--- config.mk ---
export PLATFORM = sky130hd
export DESIGN_NAME = motor_cmd_sequencer
export DESIGN_NICKNAME = d
export VERILOG_FILES = /design/src/rtl/motor_pkg.sv /design/src/rtl/motor_seq_timer.sv /design/src/rtl/motor_cmd_sequencer.sv
export SDC_FILE = /design/constraint.sdc
export NUM_CORES = 1
export LEC_CHECK = 0
export BUFFER_PORTS_ARGS = -buffer_cell sky130_fd_sc_hd__buf_2
export CAP_MARGIN = 40
export CORE_MARGIN = 2
export CORE_UTILIZATION = 41
export CTS_CLUSTER_SIZE = 14
export DETAILED_ROUTE_END_ITERATION = 10
export GPL_TIMING_DRIVEN = 0
export SLEW_MARGIN = 10
export SYNTH_ARGS = -nofsm -noshare
export SYNTH_HDL_FRONTEND = slang
export SYNTH_SLANG_ARGS = --single-unit
--- constraint.sdc ---
create_clock -name clk -period 4.95 [get_ports clk]
set_input_delay 0 -clock clk [delete_from_list [all_inputs] [get_ports clk]]
set_output_delay 0 -clock clk [all_outputs]
set_load 0.02 [all_outputs]
--- src/rtl/motor_pkg.sv ---
`default_nettype none
// ============================================================================
// Module      : motor_pkg
// Description : Shared codes for the motor command path: sequencer state
//               codes, driver command codes and pending-direction codes.
//               The motor driver decodes the same CMD_* values.
// Revision    : 1.0  initial release
// ============================================================================
package motor_pkg;

    typedef enum logic [2:0] {
        ST_IDLE  = 3'd0,
        ST_UP    = 3'd1,
        ST_DOWN  = 3'd2,
        ST_DEAD  = 3'd3,
        ST_FAULT = 3'd4
    } state_t;

    localparam logic [1:0] CMD_NONE = 2'b00;
    localparam logic [1:0] CMD_UP   = 2'b01;
    localparam logic [1:0] CMD_DOWN = 2'b10;

    typedef enum logic [1:0] {
        PEND_NONE = 2'd0,
        PEND_UP   = 2'd1,
        PEND_DOWN = 2'd2
    } pend_t;

    // Driver command for a given sequencer state; only UP and DOWN drive
    // the motor, every other state holds the bus at CMD_NONE.
    function automatic logic [1:0] state_cmd(input state_t st);
        case (st)
            ST_UP:   state_cmd = CMD_UP;
            ST_DOWN: state_cmd = CMD_DOWN;
            default: state_cmd = CMD_NONE;
        endcase
    endfunction

endpackage
`default_nettype wire

--- src/rtl/motor_seq_timer.sv ---
`default_nettype none
// ============================================================================
// Module      : motor_seq_timer
// Description : CNT_W-bit saturating cycle counter with dead-time and
//               travel-timeout terminal-count flags.
// Ports       : clk, reset (async, active-high)
//               clr          - synchronous clear (wins over en)
//               en           - count enable
//               count        - current count
//               dead_done    - count == DEAD_CYC-1
//               timeout_done - count == TIMEOUT_CYC-1
// Revision    : 1.0  initial release
// ============================================================================
module motor_seq_timer #(
    parameter int unsigned CNT_W       = 29,
    parameter int unsigned DEAD_CYC    = 1000000,
    parameter int unsigned TIMEOUT_CYC = 500000000
) (
    input  logic             clk,
    input  logic             reset,
    input  logic             clr,
    input  logic             en,
    output logic [CNT_W-1:0] count,
    output logic             dead_done,
    output logic             timeout_done
);

    always_ff @(posedge clk or posedge reset) begin
        if (reset) begin
            count <= '0;
        end else if (clr) begin
            count <= '0;
        end else if (en && (count != '1)) begin
            // Holds at all-ones rather than wrapping back to a small value.
            count <= count + 1'b1;
        end
    end

    assign dead_done    = (count == CNT_W'(DEAD_CYC - 1));
    assign timeout_done = (count == CNT_W'(TIMEOUT_CYC - 1));

endmodule
`default_nettype wire

--- src/rtl/motor_cmd_sequencer.sv ---
`default_nettype none
// ============================================================================
// Module      : motor_cmd_sequencer
// Description : Converts up/down/stop request pulses into the motor driver
//               cmd bus, inserting dead time on every stop or reversal and
//               latching a fault on travel timeout or impossible limits.
// Ports       : clk, reset (async, active-high)
//               req_up / req_down / req_stop - single-cycle requests
//               TopeA_S / TopeB_S            - top / bottom limit status
//               cmd       - 00 none, 01 up, 10 down
//               busy      - in UP, DOWN or DEAD
//               at_top / at_bottom - registered limit copies
//               fault     - in FAULT
//               state_o   - current state code
// Revision    : 1.0  initial release
// ============================================================================
module motor_cmd_sequencer
    import motor_pkg::*;
#(
    parameter int unsigned DEAD_CYC    = 1000000,
    parameter int unsigned TIMEOUT_CYC = 500000000,
    parameter int unsigned CNT_W       = 29
) (
    input  logic       clk,
    input  logic       reset,
    input  logic       req_up,
    input  logic       req_down,
    input  logic       req_stop,
    input  logic       TopeA_S,
    input  logic       TopeB_S,
    output logic [1:0] cmd,
    output logic       busy,
    output logic       at_top,
    output logic       at_bottom,
    output logic       fault,
    output logic [2:0] state_o
);

    state_t           r_state;
    state_t           w_state_nxt;
    pend_t            r_pend;
    pend_t            w_pend_nxt;
    logic [CNT_W-1:0] w_timer;
    logic             w_dead_done;
    logic             w_timeout_done;
    logic             w_timer_clr;
    logic             w_timer_en;
    logic             w_up;
    logic             w_dn;
    logic             w_sensor_fault;

    // A stop outranks everything and up+down together is a conflict, so a
    // direction request only counts when it arrives alone.
    assign w_up           = req_up   & ~req_down & ~req_stop;
    assign w_dn           = req_down & ~req_up   & ~req_stop;
    assign w_sensor_fault = TopeA_S & TopeB_S;

    // Timer restarts on every state entry and runs in the timed states.
    assign w_timer_clr = (w_state_nxt != r_state);
    assign w_timer_en  = (r_state == ST_UP) || (r_state == ST_DOWN) ||
                         (r_state == ST_DEAD);

    motor_seq_timer #(
        .CNT_W       (CNT_W),
        .DEAD_CYC    (DEAD_CYC),
        .TIMEOUT_CYC (TIMEOUT_CYC)
    ) u_timer (
        .clk          (clk),
        .reset        (reset),
        .clr          (w_timer_clr),
        .en           (w_timer_en),
        .count        (w_timer),
        .dead_done    (w_dead_done),
        .timeout_done (w_timeout_done)
    );

    always_comb begin
        w_state_nxt = r_state;
        w_pend_nxt  = r_pend;
        if (w_sensor_fault && (r_state != ST_FAULT)) begin
            // Both limits active cannot happen mechanically: treat as sensor fault.
            w_state_nxt = ST_FAULT;
            w_pend_nxt  = PEND_NONE;
        end else begin
            case (r_state)
                ST_IDLE: begin
                    w_pend_nxt = PEND_NONE;
                    if (w_up && !TopeA_S) begin
                        w_state_nxt = ST_UP;
                    end else if (w_dn && !TopeB_S) begin
                        w_state_nxt = ST_DOWN;
                    end
                end
                ST_UP: begin
                    if (TopeA_S || req_stop) begin
                        w_state_nxt = ST_DEAD;
                        w_pend_nxt  = PEND_NONE;
                    end else if (w_dn) begin
                        w_state_nxt = ST_DEAD;
                        w_pend_nxt  = PEND_DOWN;
                    end else if (w_timeout_done) begin
                        w_state_nxt = ST_FAULT;
                    end
                end
                ST_DOWN: begin
                    if (TopeB_S || req_stop) begin
                        w_state_nxt = ST_DEAD;
                        w_pend_nxt  = PEND_NONE;
                    end else if (w_up) begin
                        w_state_nxt = ST_DEAD;
                        w_pend_nxt  = PEND_UP;
                    end else if (w_timeout_done) begin
                        w_state_nxt = ST_FAULT;
                    end
                end
                ST_DEAD: begin
                    // Requests during dead time retarget the pending move;
                    // one arriving on the final dead cycle still counts.
                    if (req_stop) begin
                        w_pend_nxt = PEND_NONE;
                    end else if (w_up) begin
                        w_pend_nxt = PEND_UP;
                    end else if (w_dn) begin
                        w_pend_nxt = PEND_DOWN;
                    end
                    if (w_dead_done) begin
                        if ((w_pend_nxt == PEND_UP) && !TopeA_S) begin
                            w_state_nxt = ST_UP;
                        end else if ((w_pend_nxt == PEND_DOWN) && !TopeB_S) begin
                            w_state_nxt = ST_DOWN;
                        end else begin
                            w_state_nxt = ST_IDLE;
                        end
                        w_pend_nxt = PEND_NONE;
                    end
                end
                ST_FAULT: begin
                    w_pend_nxt = PEND_NONE;
                    if (req_stop && !w_sensor_fault) begin
                        w_state_nxt = ST_IDLE;
                    end
                end
                default: begin
                    w_state_nxt = ST_IDLE;
                    w_pend_nxt  = PEND_NONE;
                end
            endcase
        end
    end

    // Outputs are registered from the next state so cmd follows a request
    // or limit one edge after it is sampled.
    always_ff @(posedge clk or posedge reset) begin
        if (reset) begin
            r_state   <= ST_IDLE;
            r_pend    <= PEND_NONE;
            cmd       <= CMD_NONE;
            busy      <= 1'b0;
            fault     <= 1'b0;
            at_top    <= 1'b0;
            at_bottom <= 1'b0;
        end else begin
            r_state   <= w_state_nxt;
            r_pend    <= w_pend_nxt;
            cmd       <= state_cmd(w_state_nxt);
            busy      <= (w_state_nxt == ST_UP) || (w_state_nxt == ST_DOWN) ||
                         (w_state_nxt == ST_DEAD);
            fault     <= (w_state_nxt == ST_FAULT);
            at_top    <= TopeA_S;
            at_bottom <= TopeB_S;
        end
    end

    assign state_o = r_state;

endmodule
`default_nettype wire

## Word level (Yosys, flattened, before mapping)

Index checks and enable logic that the tools add are counted.

| word-level totals | value |
|---|---|
| bits in registers | 40 |
| bits of input ports | 7 |
| output and inout port bits | 9 |
| logic and storage cells | 78 |

| cells by class | value |
|---|---|
| $add $sub $neg | 1 |
| eq/ne operators | 16 |
| multiplexer cells | 27 |
| bitwise operators | 8 |
| reductions and logical operators | 18 |

Operator list:

| kind | number |
|---|---|
| 29-bit 2-to-1 mux | 2 |
| 3-bit 2-to-1 mux | 10 |
| 29-bit by 1-bit adder with 29-bit output (second input constant) | 1 |
| 29-bit by 20-bit == test with 1-bit output (second input constant) | 1 |
| 29-bit == test (second input constant) | 1 |
| 29-bit != test (second input constant) | 1 |
| 2-bit 2-to-1 mux | 12 |
| 3-bit case mux with 5 select lines | 1 |
| 3-bit by 2-bit == test with 1-bit output (second input constant) | 4 |
| 1-bit logical AND | 7 |
| 3-bit by 1-bit == test with 1-bit output (second input constant) | 2 |
| 3-bit == test (second input constant) | 2 |
| 1-bit logical OR | 6 |
| 2-bit case mux with 3 select lines | 1 |
| 1-bit AND | 5 |
| 4-bit by 2-bit != test with 1-bit output (second input constant) | 1 |
| 2-bit case mux with 2 select lines | 1 |
| 1-bit zero test | 3 |
| 3-bit zero test | 1 |
| 3-bit != test | 1 |
| 3-bit != test (second input constant) | 1 |
| 1-bit NOT | 3 |
| 2-bit by 1-bit == test with 1-bit output (second input constant) | 1 |
| 2-bit == test (second input constant) | 1 |
| 2-bit nonzero test | 1 |

## Longest topological paths before layout

| logic depth | value |
|---|---|
| depth in word-level cells | 18 |
| gate-level depth with buffers | 10 |
| depth with buffers taken out | 7 |

## Cells and area by module

A second synthesis with hierarchy kept.

| second synthesis, totals | value |
|---|---|
| cell total of the unflattened synthesis | 268 |
| area total of the unflattened synthesis | 2512.4 µm² |

By module, submodules not included:

| module | instances | cells an instance | area an instance (µm²) |
|---|---|---|---|
| motor_seq_timer | 1 | 186 | 1704.1 |
| motor_cmd_sequencer | 1 | 82 | 808.3 |

## Worst setup path after synthesis

No wires, ideal clock.

| timing | value |
|---|---|
| kind | register -> register |
| start point | register u_timer.count[0] |
| end point | register u_timer.count[11] |
| setup time | 119 ps |
| data arrival time | 2036 ps |
| required time | 4831 ps |
| path slack | 2796 ps |
| stages on the path, launching flop included | 11 |
| clock period less this slack | 2154 ps |
| path through | dfrtp_1 -> ha_1 -> and3_1 -> clkbuf_2 -> nand4_1 -> o41ai_4 -> nand4b_1 -> nand4_1 -> buf_4 -> buf_6 -> nor2_1 |

| on the way | value |
|---|---|
| word-level cells in the longest chain between the ends | 8 |

Ends and longest elaborated chain:

| what | RTL line | RTL |
|---|---|---|
| start, declared | motor_seq_timer.sv:23 | `output logic [CNT_W-1:0] count,` |
| start signal, assigned | motor_seq_timer.sv:35 | `count <= count + 1'b1;` |
| 29-bit == test | motor_seq_timer.sv:40 | `assign timeout_done = (count == CNT_W'(TIMEOUT_CYC - 1));` |
| 3-bit 2-to-1 mux | motor_cmd_sequencer.sv:101, motor_cmd_sequencer.sv:112 |  |
| 3-bit 2-to-1 mux, on equally long branches | motor_cmd_sequencer.sv:109, motor_cmd_sequencer.sv:98 |  |
| 3-bit 2-to-1 mux, on equally long branches | motor_cmd_sequencer.sv:106, motor_cmd_sequencer.sv:95 |  |
| 3-bit case mux with 5 select lines | motor_cmd_sequencer.sv:85 | `case (r_state)` |
| 3-bit 2-to-1 mux | motor_cmd_sequencer.sv:80 | `if (w_sensor_fault && (r_state != ST_FAULT)) begin` |
| 3-bit != test | motor_cmd_sequencer.sv:59 | `assign w_timer_clr = (w_state_nxt != r_state);` |
| 29-bit 2-to-1 mux / 2-bit nonzero test (equally long branches) | - |  |

Several ways; a longest one is shown, not always the timed one. The select of a mux whose other input is x is not followed.
A chain may end at the register's enable or synchronous reset.

## Final worst setup path

| timing | value |
|---|---|
| start point | register u_timer.count[0] |
| end point | register u_timer.count[13] |

Same word-level chain as after synthesis.

==> summary.md <==
| Metric | Value |
|---|---|
| Result of the run | finished, final reports clean |
| Post-synth EDFFs | 0 |
| Top post-synthesis cells by area | dfrtp_1 42%, xnor2_1 9.5%, nor2_1 7.8% |
| DRC | 0 |
| Num CTS Buffers | 5 |
| Combinational family with the most area after synthesis | simple AND/OR/NAND/NOR gates |
| Post-Synth XOR/XNOR Area | roughly a tenth |
| Fill cells | 554 |
| Worst r2r path cells | 10 |
| GP Congestion | approximately 0.84 |
| Mux cell area share after synthesis | 0% |
| Distinct cell type count after synthesis | 50 |
| Layout cells sized above 1 | 12.7% |
| Busiest grt layer | met1 |
| Design area | approximately 2700 sq um |
| Dpl ws | roughly 2.4 ns |
| Finished Core Util | a little under 50% |
| Async SR Flop Fraction | 100% |
| Clock Skew | 0.00716 ns |
| Number of global-route vias before repair | 1888 |
| Via density | 5.58 |
| Worst R2R Start | u_timer.count[0] |
| Syn Nets | 280 |
| Fmax | between 300 and 400 MHz |
| Synth Area in Compound Gates | 11.0% |
| Routed Antenna Nets | 0 |
| Most common cell after layout, fill and taps aside | nor2_1 |
| Die W | roughly 80 microns |
| CP max stage cell | o41ai_4 |
| Worst-path cell chain | ha_1 -> and3_1 -> clkbuf_2 -> nand4_1 -> o41ai_4 -> nand4_1 -> nand4_1 -> buf_4 -> buf_6 -> nor2_1 |
| Setup crit start | u_timer.count[0] |
| # IOs | 16 |
| CTS tree | done |
| Crit Path Category | register to register |
| Post-Syn Area per Cell | 8.80 sq um |
| Synthesized flop and latch total | 40 |
| Worst slew pin tran | 0.693 ns |
| Reg area | about 1000 sq um |
| Die Y | between 80 and 90 microns |
| CP bufs+invs | 3 |
| WP data arrival | 2.73 ns |
| Max-Cap Viols | 0 |
| Largest net degree at the start of global routing | 38 |
| Port Buffer Count | 14 |
| Synth Area in Simple Gates | 33.3% |
| Die area | around 6500 sq um |
| Final WS setup | 2.40 ns |
| CTS resizes | 0 |
| Critical Path Fanout Max | 10 |
| Tmin final | around 2.5 ns |
| DRT Pass-1 Iters | 4 |
| Core ar. | 5570 sq um |
| Global-route wire length before repair | 9.19 mm |
| Crit path largest cell delay | 0.59 ns |
| Final Max Slew Viols | 0 |
| R2r endpoint | u_timer.count[13] |
| Grt met1 use | 27.6% |
| Clk sinks | 40 |
| Commonest non-fill, non-tap cells in the layout | 50 x nor2_1, 40 x dfrtp_1, 26 x xnor2_1 |
| RSZ-0062 raised after global routing | no |
| Detailed placement HPWL | 3.81 mm |
| Worst Hold Class | primary input to async pin |
| R2R setup slack | ~2.4 ns |
| Pwr Density | roughly 360 nW/um^2 |
| Drt wl/cell | 14.4 microns |
| Root Buffer | clkbuf_8 |
| Layout Cells excl Fill | 371 |
| Post-Syn Instances | 272 |
| Clock Tree Buf Depth | 2 |
| Inserted Diodes | 0 |
| Worst endpoint required time | 5.13 ns |
| CP startpoint kind | register |
| Post-Synth Adder-Cell Area | 0.940% |
| Fin. Hold Viols | 0 |
| Setup violators final | 0 |
| # hold bufs at CTS | 3 |
| Ys flop type | dfrtp_1 |
| Routed vias | 2071 |
| Post-synth top area share | 41.8% |
| Register area share after synthesis | 41.8% |
| Gr ovfl total | 0 |
| Fin crit share | approximately half |
| Dpl cell area | 2580 sq um |
| Area of the multi-input gates | 1320 sq um |
| Iter 0 DRT Violations | 178 |
| Layout Area Growth over Synthesis | 13.6% |
| Cell row count | 27 |
| Met2 GRT Util | 26.2% |
| Dominant cell type by area after synthesis | dfrtp_1 |
| Yosys warns | 0 |
| Initial antenna violation count | 0 |
| CTS H-tree depth | 2 |
| Placed Instances | 360 |
| Worst VDD drop | roughly 0.26 mV |
| Crit-path most repeated cell | nand4_1 |
| Leakage power | 0.00104 uW |
| Setup TNS | 0 ns |
| Setup crit end kind | register |
| Met3 usage | 2.92% |
| CP top delay family | simple AND/OR/NAND/NOR gates |
| GRT Util Overall | around 18% |
| Clock-pin slew on the worst setup and hold paths | roughly 0.080 ns |
| Starting density of the core | 43.0% |
| Final WL | 5.33 mm |
| Syn Std Cell Area | approximately 2400 sq um |
| Layout Nets | 306 |
| Slew headroom | between 50 and 60% |
| Postcts setup bufs | 0 |
| Clock Latency Late Sink | 0.29 ns |
## report_power, final
| part | internal (uW) | total (uW) | leakage [uW] | switching (uW) |
|---|---|---|---|---|
| Sequential | 351 | 369 | 0.000549 | 18.5 |
| Clock | 149 | 268 | 0.0000541 | 119 |
| Combinational | 117 | 337 | 0.000441 | 220 |
## cell families (layout without fill, tap and decap cells)
kind of cell / Yosys count / after routing
flops: 40 / 40
fa+ha+maj: 2 / 2
compound gates: 35 / 35
simple gates: 153 / 153
buf+inv: 15 / 42
xor+xnor: 27 / 27
## state kept, by name, indices dropped and copies added (netlist names)
signal and count:
state_o 3, r_pend 2, at_top 1, cmd 2
busy 1, u_timer.count 29, at_bottom 1, fault 1
## worst max path at each step
| stage | end | slack [ns] | depth (start not counted) |
|---|---|---|---|
| 2_1_floorplan | u_timer.count[11] | 2.80 | 10 |
| 3_3_place_gp | u_timer.count[10] | 2.44 | 10 |
| 3_5_place_dp | u_timer.count[13] | 2.42 | 10 |
| 4_1_cts | u_timer.count[13] | 2.39 | 10 |
| 5_1_grt | u_timer.count[11] | 2.18 | 10 |
| 6_report | u_timer.count[13] | 2.40 | 10 |
## metal layers
layer | part of all wire (%) | vias up | wire, microns
met1 | 51 | 976 | 2720
li1 | - | 1023 | -
met5 | 0 | - | 0
met2 | 42 | 65 | 2230
met4 | 1.1 | 0 | 57
met3 | 6.0 | 7 | 322
## Yosys cell counts (3+ instances only)
cell type,number
a21oi_1,5
and3_1,4
nand2b_1,4
inv_1,5
o21bai_1,4
o21ai_0,8
nor2b_1,3
nand3_1,10
nand2_1,23
dfrtp_1,40
nand4_1,10
nor3_1,10
nor4_1,12
buf_2,3
and4_1,5
nor2_1,50
nor3b_1,6
clkbuf_1,4
xnor2_1,26
and2_1,5
## per-stage QoR
step / hold slack [ns] / total power [uW]
floorplan: 0.0314 / 615
global placement: 0.208 / 705
detailed placement: -0.125 / 708
CTS: 0.105 / 980
global route: 0.118 / 1040
finish: 0.116 / 974
## final cells by class
type,count,share of cell area [%]
repair buffers,19,4.55
clock buffers,5,2.53
plain buffers,10,1.98
flip-flops and latches,40,36.8
multi-input cells,217,48.6
well taps,72,3.31
inverters,5,0.690
clock inverters,3,1.56
## worst min-delay path, stage by stage
cell and delay, ns:
dlygate4sd3_1 0.53, buf_2 0.12, inv_2 0.10
Note: power is estimated with default switching activity, not from simulation.
